### config.mk
export PLATFORM = sky130hd
export DESIGN_NAME = serial_alu_sequencer
export DESIGN_NICKNAME = d
export VERILOG_FILES = /design/src/rtl/serial_alu_sequencer.sv
export SDC_FILE = /design/constraint.sdc
export NUM_CORES = 1
export LEC_CHECK = 0
export BUFFER_PORTS_ARGS = -buffer_cell sky130_fd_sc_hd__buf_4
export CAP_MARGIN = 20
export CORE_MARGIN = 2
export CORE_UTILIZATION = 50
export CTS_BUF_LIST = sky130_fd_sc_hd__clkbuf_16
export CTS_CLUSTER_DIAMETER = 40
export DETAILED_ROUTE_END_ITERATION = 10
export PLACE_DENSITY = 0.73
export SKIP_LAST_GASP = 1
export SYNTH_ARGS = -nofsm -noshare
export SYNTH_HDL_FRONTEND = slang
export SYNTH_SLANG_ARGS = --single-unit
### constraint.sdc
create_clock -name clk -period 2.6 [get_ports clk]
set_clock_uncertainty 0.1 [all_clocks]
set_input_delay 0.26 -clock clk [delete_from_list [all_inputs] [get_ports clk]]
set_output_delay 0.26 -clock clk [all_outputs]
set_load 0.1 [all_outputs]
### src/rtl/serial_alu_sequencer.sv
// ---------------------------------------------------------------------------
// serial_alu_sequencer
//
// Runs one external 1-bit ALU slice (adder) over WIDTH-bit operands, LSB
// first. The sequencer holds the operand and result shift registers and the
// carry flop between bits. It drives the slice inputs from registers, and the
// slice returns its result bit and carry out combinationally in the same
// cycle. One N-bit operation takes WIDTH clocks.
//
// Ports
//   clk, rst_n          rising-edge clock, asynchronous active-low reset
//   start               request an operation (only sampled in IDLE)
//   abort               cancel a running operation (RUN only)
//   op_a, op_b          operands, latched on the accepting edge
//   op_s, op_m          slice function / mode (1 = arithmetic), latched
//   cin                 initial carry, latched; used only when op_m = 1
//   slice_a/b/s/m/pin   drive the slice: current bits, function, mode, carry
//   slice_r, slice_pout from the slice: result bit, carry out of this bit
//   busy                high while in RUN or DONE
//   done                one-cycle pulse; result/cout/zero valid
//   result, cout, zero  outcome of the last completed operation
// ---------------------------------------------------------------------------
module serial_alu_sequencer #(
  parameter  int WIDTH = 8,
  localparam int CNT_W = $clog2(WIDTH + 1)
) (
  input  logic             clk,
  input  logic             rst_n,
  input  logic             start,
  input  logic             abort,
  input  logic [WIDTH-1:0] op_a,
  input  logic [WIDTH-1:0] op_b,
  input  logic [3:0]       op_s,
  input  logic             op_m,
  input  logic             cin,
  output logic             slice_a,
  output logic             slice_b,
  output logic [3:0]       slice_s,
  output logic             slice_m,
  output logic             slice_pin,
  input  logic             slice_r,
  input  logic             slice_pout,
  output logic             busy,
  output logic             done,
  output logic [WIDTH-1:0] result,
  output logic             cout,
  output logic             zero
);

  typedef enum logic [1:0] {
    S_IDLE = 2'd0,
    S_RUN  = 2'd1,
    S_DONE = 2'd2
  } state_t;

  localparam logic [CNT_W-1:0] LAST_BIT = CNT_W'(WIDTH - 1);

  state_t           r_state;
  logic [WIDTH-1:0] r_a_sh;
  logic [WIDTH-1:0] r_b_sh;
  logic [WIDTH-1:0] r_r_sh;
  logic [3:0]       r_s;
  logic             r_m;
  logic             r_carry;
  logic [CNT_W-1:0] r_cnt;
  logic             r_busy;
  logic             r_done;
  logic [WIDTH-1:0] r_result;
  logic             r_cout;
  logic             r_zero;

  // Result register contents once the current slice bit is shifted in; on the
  // last bit this is the finished word.
  logic [WIDTH-1:0] w_r_next;
  assign w_r_next = {slice_r, r_r_sh[WIDTH-1:1]};

  // All slice inputs come straight from registers, so the path through the
  // combinational slice and back into r_r_sh/r_carry is one register stage.
  assign slice_a   = r_a_sh[0];
  assign slice_b   = r_b_sh[0];
  assign slice_s   = r_s;
  assign slice_m   = r_m;
  assign slice_pin = r_carry;

  assign busy   = r_busy;
  assign done   = r_done;
  assign result = r_result;
  assign cout   = r_cout;
  assign zero   = r_zero;

  // NOTE: state is updated with non-blocking assignments only, so every read
  // in this block sees the value from before the edge (e.g. r_r_sh in
  // w_r_next), whatever order the statements are in.
  always_ff @(posedge clk or negedge rst_n) begin
    if (!rst_n) begin
      r_state  <= S_IDLE;
      r_a_sh   <= '0;
      r_b_sh   <= '0;
      r_r_sh   <= '0;
      r_s      <= '0;
      r_m      <= 1'b0;
      r_carry  <= 1'b0;
      r_cnt    <= '0;
      r_busy   <= 1'b0;
      r_done   <= 1'b0;
      r_result <= '0;
      r_cout   <= 1'b0;
      r_zero   <= 1'b0;
    end else begin
      // done is a pulse: cleared every cycle unless the final bit sets it.
      r_done <= 1'b0;

      unique case (r_state)
        S_IDLE: begin
          if (start) begin
            r_a_sh  <= op_a;
            r_b_sh  <= op_b;
            r_s     <= op_s;
            r_m     <= op_m;
            r_carry <= op_m & cin;
            r_cnt   <= '0;
            r_busy  <= 1'b1;
            r_state <= S_RUN;
          end
        end

        S_RUN: begin
          if (abort) begin
            // Drop the operation; the previous result/cout/zero stay visible.
            r_busy  <= 1'b0;
            r_state <= S_IDLE;
          end else begin
            r_r_sh  <= w_r_next;
            r_a_sh  <= {1'b0, r_a_sh[WIDTH-1:1]};
            r_b_sh  <= {1'b0, r_b_sh[WIDTH-1:1]};
            // Logic mode never chains carries, so the slice always sees 0.
            r_carry <= r_m & slice_pout;
            r_cnt   <= r_cnt + 1'b1;
            if (r_cnt == LAST_BIT) begin
              r_result <= w_r_next;
              r_cout   <= r_m & slice_pout;
              r_zero   <= (w_r_next == '0);
              r_done   <= 1'b1;
              r_state  <= S_DONE;
            end
          end
        end

        S_DONE: begin
          // start is not sampled here: no back-to-back acceptance.
          r_busy  <= 1'b0;
          r_state <= S_IDLE;
        end

        default: begin
          r_busy  <= 1'b0;
          r_state <= S_IDLE;
        end
      endcase
    end
  end

endmodule

[Yosys cells after proc, flatten, opt, wreduce, memory -nomap -nowiden]
Index checks and enable logic that the tools add are counted.
W data, S select, Z words.
Operators by class
  $add $sub $neg: 1
  equality and inequality tests: 6
  muxes and demuxes: 22
  bitwise gates (word level): 3
  reduce and logical (&&, ||, !) cells: 9
Operator list (count)
  $mux W8: 4
  $pmux W8 S2: 2
  $logic_not A8 Y1: 1
  $mux W4: 2
  $pmux W4 S2: 1
  $reduce_and A2 Y1: 4
  $mux W1: 7
  $mux W2: 3
  $ne A2 B2 Y1 const B: 3
  $reduce_and A3 Y1: 2
  $add A4 B1 Y4 const B: 1
  $eq A4 B3 Y1 const B: 1
  $pmux W1 S2: 2
  $pmux W2 S2: 1
  $ne A3 B3 Y1 const B: 1
  $and A1 B1 Y1: 2
  $eq A2 B1 Y1 const B: 1
  $logic_not A2 Y1: 1
  $reduce_bool A2 Y1: 1
  $not A1 Y1: 1
Word-level totals
  bits in registers: 48
  output and inout bits: 20

[Longest topological paths before layout]
Gate-level depths: netlist of run 1.
  depth in word-level cells: 4
  depth in mapped cells: 6

[Worst setup path after synthesis of run 1]
OpenSTA, ideal clock, no wires.
  path kind: register -> register
  start point: register r_state[1]
  end point: register r_cout, in the netlist cout
  setup time: 125 ps
  arrival time: 1587 ps
  path slack: 788 ps
  stages on the path, launching flop included: 7
  path buffers: 3
  period minus slack after synthesis: 1812 ps
  cell sequence: dfrtp_1 buf_2 or3b_1 buf_6 nor3_4 buf_6 mux2_2
Between the ends
  cells in the longest elaborated chain, start to end: 2
Ends and longest elaborated chain
  start, declared: line 58  | state_t r_state;
  start signal, assigned: line 96  | r_state <= S_IDLE;
  start signal, assigned: line 123  | r_state <= S_RUN;
  start signal, assigned: line 131  | r_state <= S_IDLE;
  $eq A2 B1 Y1: line 113  | unique case (r_state)
  $reduce_and A3 Y1 (no source line)
  end signal, assigned: line 141  | r_cout <= r_m & slice_pout;
  end, declared: line 69  | logic r_cout;
No other way between the ends.
A chain may end at the register's enable or synchronous reset.

[Worst setup path after layout of run 1]
  start point: register r_state[1]
  end point: register r_result[0], in the netlist result[0]
Between the ends
  cells in the longest elaborated chain, start to end: 2
Ends and longest elaborated chain
  $eq A2 B1 Y1: line 113
  $reduce_and A3 Y1 (no source line)
  end signal, assigned: line 140  | r_result <= w_r_next;
  end, declared: line 68  | logic [WIDTH-1:0] r_result;
No other way between the ends.

==> results of run 1 <==
==> how the worst max path moves through the flow <==
stage                      startpoint                    end  slack (ps)  cells past startpoint
6_report       r_state[1]$_DFFE_PN0P_  result[0]$_DFFE_PN0P_         640                      3
5_1_grt        r_state[1]$_DFFE_PN0P_  result[7]$_DFFE_PN0P_         540                      3
2_1_floorplan  r_state[1]$_DFFE_PN0P_       cout$_DFFE_PN0P_         790                      6
4_1_cts        r_state[1]$_DFFE_PN0P_  result[0]$_DFFE_PN0P_         630                      3
3_3_place_gp   r_state[1]$_DFFE_PN0P_  result[6]$_DFFE_PN0P_         710                      3
3_5_place_dp   r_state[1]$_DFFE_PN0P_  result[0]$_DFFE_PN0P_         630                      3
==> cells by family (layout without fill, tap and decap cells) <==
family / after synthesis / in the layout
AND/OR/NAND/NOR: 59 / 59
buffers and inverters: 13 / 62
multiplexers: 30 / 30
AO/OA/AOI/OAI: 26 / 26
adder cells (fa/ha/maj): 1 / 1
flip-flops: 47 / 47
==> worst max-delay path, delay by kind of cell, from the launching register on <==
kind / cells / cell delay [ps]
flops: 1 / 470
mux: 1 / 400
simple gates: 2 / 880
==> Yosys cell counts <==
| cell | number |
|---|---|
| a31oi_1 | 1 |
| nor2_1 | 3 |
| ha_1 | 1 |
| nor3b_2 | 1 |
| buf_1 | 1 |
| and2_1 | 1 |
| nor4_1 | 2 |
| nand3_1 | 15 |
| buf_2 | 4 |
| dfrtp_1 | 47 |
| a21oi_1 | 2 |
| or3b_2 | 1 |
| a22o_1 | 3 |
| nor3b_1 | 1 |
| o31ai_1 | 1 |
| nand3b_1 | 1 |
| nand2b_1 | 1 |
| nor2_2 | 1 |
| clkbuf_1 | 4 |
| mux2i_1 | 16 |
| o21ai_0 | 17 |
| buf_6 | 2 |
| nand2_1 | 26 |
| mux2_2 | 14 |
| o211ai_1 | 1 |
| nor3_4 | 1 |
| inv_1 | 2 |
| nor2b_1 | 2 |
| nor3_1 | 2 |
| or3b_1 | 1 |
| o21ai_1 | 1 |
==> final cells by class <==
type | instances | area, sq um
Clock buffer | 5 | 125
Clock inverter | 3 | 38.8
Fill cell | 324 | 1360
Inverter | 2 | 7.51
Multi-Input combinational cell | 116 | 779
Sequential cell | 47 | 1180
Tap cell | 50 | 62.6
Timing Repair Buffer | 52 | 393
==> sequential cells by signal, summed over array words and instances, names as in the netlist <==
register	cells
cout	1
r_a_sh	8
zero	1
slice_pin	1
done	1
busy	1
r_r_sh	7
r_cnt	4
slice_s	4
slice_m	1
r_state	2
r_b_sh	8
result	8
==> power breakdown <==
group	switching [mW]	total, mW	leakage, nW	internal, mW
Combinational	0.733	1.03	0.593	0.302
Sequential	0.158	1.11	0.599	0.948
Clock	0.251	0.699	0.0812	0.448
Total	1.14	2.84	1.27	1.70
==> routing by layer <==
layer | vias up | global-route usage (%) | part of all wire [%]
li1 | 710 | - | -
met2 | 33 | 34.3 | 51
met1 | 735 | 23.4 | 43
met4 | 0 | 7.91 | 1.5
met5 | - | 0 | 0
met3 | 5 | 6.17 | 4.9
==> cell usage in the layout, fill, tap and decap left out, types with 2 or more instances in the layout <==
cell / n
nor4_1: 2
nor3_1: 2
dfrtp_1: 47
clkbuf_16: 5
nand2_1: 26
mux2i_1: 16
o21ai_0: 17
a22o_1: 3
inv_1: 2
nand3_1: 15
nor2_1: 3
buf_4: 51
mux2_2: 14
a21oi_1: 2
==> stage by stage <==
step	power, mW	std cells	area [sq um]	util [%]
5_1_grt	2.99	275	2580	65.5
3_3_place_gp	2.12	266	2410	61.1
4_1_cts	2.87	275	2580	65.5
6_report	2.84	275	2580	65.5
3_5_place_dp	2.16	266	2410	61.1
2_1_floorplan	1.89	176	2020	-
==> timing repair <==
item | in CTS | in global routing
setup buffers | 0 | 0
resized for setup | 0 | 0
hold buffers | 1 | 0
hold endpoints to repair | 47 | 0
==> metrics, run 1 <==
synth warn 0; final worst slack around 640 ps; IO Port Bufs 47; vias in the first global route roughly 1,500; peak supply drop roughly 0.59 mV; leading area contributor after synthesis dfrtp_1; core area 3940 sq um; crit-path max cell delay roughly 470 ps; DPL Wire Length around 2800 um; TritonCTS clock tree yes; Post-Syn Area approximately 2000 sq um; GP Congestion between 0.7 and 0.8; Setup crit start kind register; Worst-Skew Late Latency around 280 ps; initial core utilization between 50% and 60%; Worst slew margin between 60% and 70%; Worst EP required about 2700 ps; flop-to-flop setup slack around 640 ps; sequential area share after synthesis 58.2%; r2r worst-path depth 3; Sinks on Clock Net 47; Worst Hold Depth 3; Final ANT Viol Nets 0; reg2reg end result[0]$_DFFE_PN0P_; IO Pins 48; Place WS 632 ps; unrepaired setup endpoints after global routing false; Synth cell types 31; complex-gate fraction of the synthesized area around 7.3%; Pins Over Slew Limit 0; Hold Startpoint slice_r; WHS approximately 88 ps; overall routed net length 4000 um; Die ar. about 4600 sq um; root buffer cell clkbuf_16; setup TNS 0 ps; gr usage total between 20% and 30%; period utilisation layout around three quarters; routed len/inst between 10 and 15 um; CP Capture Type register; antenna cell count 0; total gr overflow 0; CTS H-tree depth 2; clock transition at the registers of the reported paths around 60 ps; fraction of layout cells with a size suffix above 1 about 34%; #FFs+latches synth 47; Data arrival, critical path roughly 2000 ps; simple-gate share of the synthesized area 14.8%; Hold Path Class input port to register; CP Cell Sequence or3b_1, nor3_4, mux2_2; final hold viol count 0; Finish-stage setup viols 0; area grow syn2layout 27.7%; initial antenna violation count 0; Synth Area in Adders less than 1%; Post-Synth XOR/XNOR Area 0%; DRC 0; post-synth top area share 58.2%; global-route wire length before repair ~6700 um; via density per instance around 5.4; starting DRC count in detailed routing between 50 and 60; critical path class register to register; # rows 23; largest family of logic cells by synthesized area multiplexers; slowest CP cell dfrtp_1; pin count of the biggest net entering global routing between 40 and 50; DR pass1 iterations 4; die height just under 70 um; Worst-Margin Slew approximately 590 ps; synth top area cells dfrtp_1 58%, mux2i_1 7.9%, mux2_2 7.8%; Final Critical Period ~2000 ps; r2r startpoint r_state[1]$_DFFE_PN0P_; crit path max fanout 11; nets@finish 253; DIE WIDTH around 68 um; pwr dens between 1000 and 1500 nW/um^2; LEAKAGE 1.27 nW; TritonCTS buffer count 5; maximum root-to-sink buffer count 2; Min-Delay Endpoint r_r_sh[7]$_DFFE_PN0P_; max_cap viols 0; Avg Cell Area, Syn 11.5 sq um; mux share of post-synthesis cell area between 15 and 20%; status completed; fmax just over 0.5 GHz; vias 1,483; syn nets 205; Syn Inst Count ~180
Power figures use the tool's default switching activity.
==> run 2, diff against run 1 <==
==> constraint.sdc (replaced) <==
create_clock -name clk -period 2 [get_ports clk]
set_clock_uncertainty 0.1 [all_clocks]
set_input_delay 0.2 -clock clk [delete_from_list [all_inputs] [get_ports clk]]
set_output_delay 0.2 -clock clk [all_outputs]
set_load 0.1 [all_outputs]
==> metrics, run 2 (synthesized netlist as in run 1, its figures left out) <==
status completed (unchanged); Placed Cells incl. Taps 267 (was 266); IO Port Bufs 47 (unchanged); reg2reg end result[6]$_DFFE_PN0P_ (was result[0]$_DFFE_PN0P_); TritonCTS buffer count 5 (unchanged); setup TNS 0 ps (unchanged); CP Cell Sequence or3b_1, nor3_4, buf_4, mux2_2 (was or3b_1, nor3_4, mux2_2); IO Pins 48 (unchanged); pin count of the biggest net entering global routing 48 (unchanged); period utilisation layout 89.3% (was 75.5%); routed len/inst 14.9 um (was 14.5 um); Worst EP required 2060 ps (was 2670 ps); peak supply drop 0.755 mV (was 0.594 mV); final worst slack 215 ps (was 636 ps); WP buf/inv 1 (was 0); crit path max fanout 7 (was 11); total gr overflow 0 (unchanged); power share of the combinational group 38.3% (was 36.4%); fmax 0.560 GHz (was 0.509 GHz); Worst-Skew Late Latency 280 ps (about the same); LEAKAGE 1.28 nW (was 1.27 nW); Final Critical Period 1790 ps (was 1960 ps); vias in the first global route 1,478 (was 1,506); Flop pwr share 40.7% (was 38.9%); TritonCTS clock tree yes (unchanged); flop-to-flop setup slack 210 ps (was 640 ps); Switching Power 1.47 mW (was 1.14 mW); Worst Hold Depth 3 (unchanged); Internal Power 2.07 mW (was 1.70 mW); Hold Path Class input port to register (unchanged); final hold viol count 0 (unchanged); initial core utilization 51.3% (unchanged); share of power burned in the clock network 21.1% (was 24.6%); via density per instance 5.40 (was 5.39); total power draw 3.54 mW (was 2.84 mW); Worst-Margin Slew 578 ps (was 585 ps); root buffer cell clkbuf_16 (unchanged); Sw Ratio 41.4% (was 40.2%); most frequent cells in the layout 55 x buf_4, 47 x dfrtp_1, 26 x nand2_1 (was 51 x buf_4, 47 x dfrtp_1, 26 x nand2_1); DR pass1 iterations 4 (unchanged); Pins Over Slew Limit 0 (unchanged); core area 3940 sq um (unchanged); pwr dens 1370 nW/um^2 (was 1100 nW/um^2); slowest CP cell dfrtp_1 (unchanged); Min-Delay Endpoint r_r_sh[7]$_DFFE_PN0P_ (unchanged); nets@finish 257 (was 253); vias 1,496 (was 1,483); CP delay by family, top simple AND/OR/NAND/NOR gates (unchanged); most common cell after layout, fill and taps aside buf_4 (unchanged); Final ANT Viol Nets 0 (unchanged); Finish-stage setup viols 0 (unchanged); maximum root-to-sink buffer count 2 (unchanged); Place WS 46.9 ps (was 632 ps); gr usage total 20.3% (was 20.0%); initial antenna violation count 0 (unchanged); r2r startpoint r_state[0]$_DFFE_PN0P_ (was r_state[1]$_DFFE_PN0P_); unrepaired setup endpoints after global routing false (unchanged); critical path class register to register (unchanged); r2r worst-path depth 4 (was 3); Data arrival, critical path 1850 ps (was 2030 ps); DRC 0 (unchanged); antenna cell count 0 (unchanged); Worst slew margin 61.5% (was 61.0%); fraction of layout cells with a size suffix above 1 34.8% (was 34.2%); Setup crit start kind register (unchanged); global-route wire length before repair 6820 um (was 6670 um); clock transition at the registers of the reported paths 60 ps (about the same); die height 67.6 um (unchanged); Sinks on Clock Net 47 (unchanged); area grow syn2layout 27.5% (was 27.7%); Die ar. 4570 sq um (unchanged); overall routed net length 4120 um (was 4000 um); CP Capture Type register (unchanged); DPL Wire Length 2820 um (was 2810 um); Hold Startpoint slice_r (unchanged); # rows 23 (unchanged); Fillers 314 (was 324); starting DRC count in detailed routing 66 (was 51); crit-path max cell delay 430 ps (was 470 ps); CTS H-tree depth 2 (unchanged); max_cap viols 0 (unchanged); GP Congestion 0.807 (was 0.741); WHS 49.6 ps (was 88.3 ps); post-route insts no fill 277 (was 275); DIE WIDTH 67.6 um (unchanged)
run 2: worst max path at each step:
stage | slack (ps) | endpoint | cells past startpoint | from
2_1_floorplan | 190 | cout$_DFFE_PN0P_ | 6 | r_state[1]$_DFFE_PN0P_
3_5_place_dp | 50 | result[6]$_DFFE_PN0P_ | 3 | r_state[0]$_DFFE_PN0P_
6_report | 210 | result[6]$_DFFE_PN0P_ | 4 | r_state[0]$_DFFE_PN0P_
4_1_cts | 40 | result[6]$_DFFE_PN0P_ | 3 | r_state[0]$_DFFE_PN0P_
3_3_place_gp | 140 | result[6]$_DFFE_PN0P_ | 3 | r_state[0]$_DFFE_PN0P_
5_1_grt | 140 | result[3]$_DFFE_PN0P_ | 4 | r_state[0]$_DFFE_PN0P_
run 2: power by group through the flow:
| stage | Sequential, mW | Clock [mW] | Combinational [mW] |
|---|---|---|---|
| 2_1_floorplan | 2.02 | 0 | 0.434 |
| 3_3_place_gp | 1.43 | 0 | 1.32 |
| 3_5_place_dp | 1.45 | 0 | 1.36 |
| 4_1_cts | 1.44 | 0.764 | 1.36 |
| 5_1_grt | 1.48 | 0.795 | 1.45 |
| 6_report | 1.44 | 0.745 | 1.35 |
run 2: metal layers:
layer / global-route usage, % / part of all wire, % / vias to the layer above
met5: 0 / 0 / -
met2: 31.4 / 52 / 46
met3: 6.00 / 5.7 / 2
met1: 27.4 / 42 / 739
li1: - / - / 709
met4: 6.63 / 0.61 / 0
run 2: worst reg2reg max path, cell delays in order (launching register included):
cell and delay, ps:
dfrtp_1 430, or3b_1 430, nor3_4 190, buf_4 180, mux2_2 340
run 2: cell type report:
class	count	area [sq um]	area share, %
Clock inverter	1	3.75	0.146
Timing Repair Buffer	56	423	16.4
Sequential cell	47	1180	45.6
Inverter	2	7.51	0.291
Multi-Input combinational cell	116	779	30.2
Clock buffer	5	125	4.85
Tap cell	50	62.6	2.43
run 2: repair_timing:
item	in CTS	in global routing
gates resized for setup	0	0
hold endpoints to repair	47	0
hold buffers	1	0
setup endpoints to repair	0	9
buffers inserted	0	3
run 2: metrics by stage:
step           instance area [sq um]  utilization [%]
6_report                        2580             65.4
5_1_grt                         2580             65.4
4_1_cts                         2550             64.8
3_5_place_dp                    2420             61.3
3_3_place_gp                    2420             61.3
2_1_floorplan                   2020                -
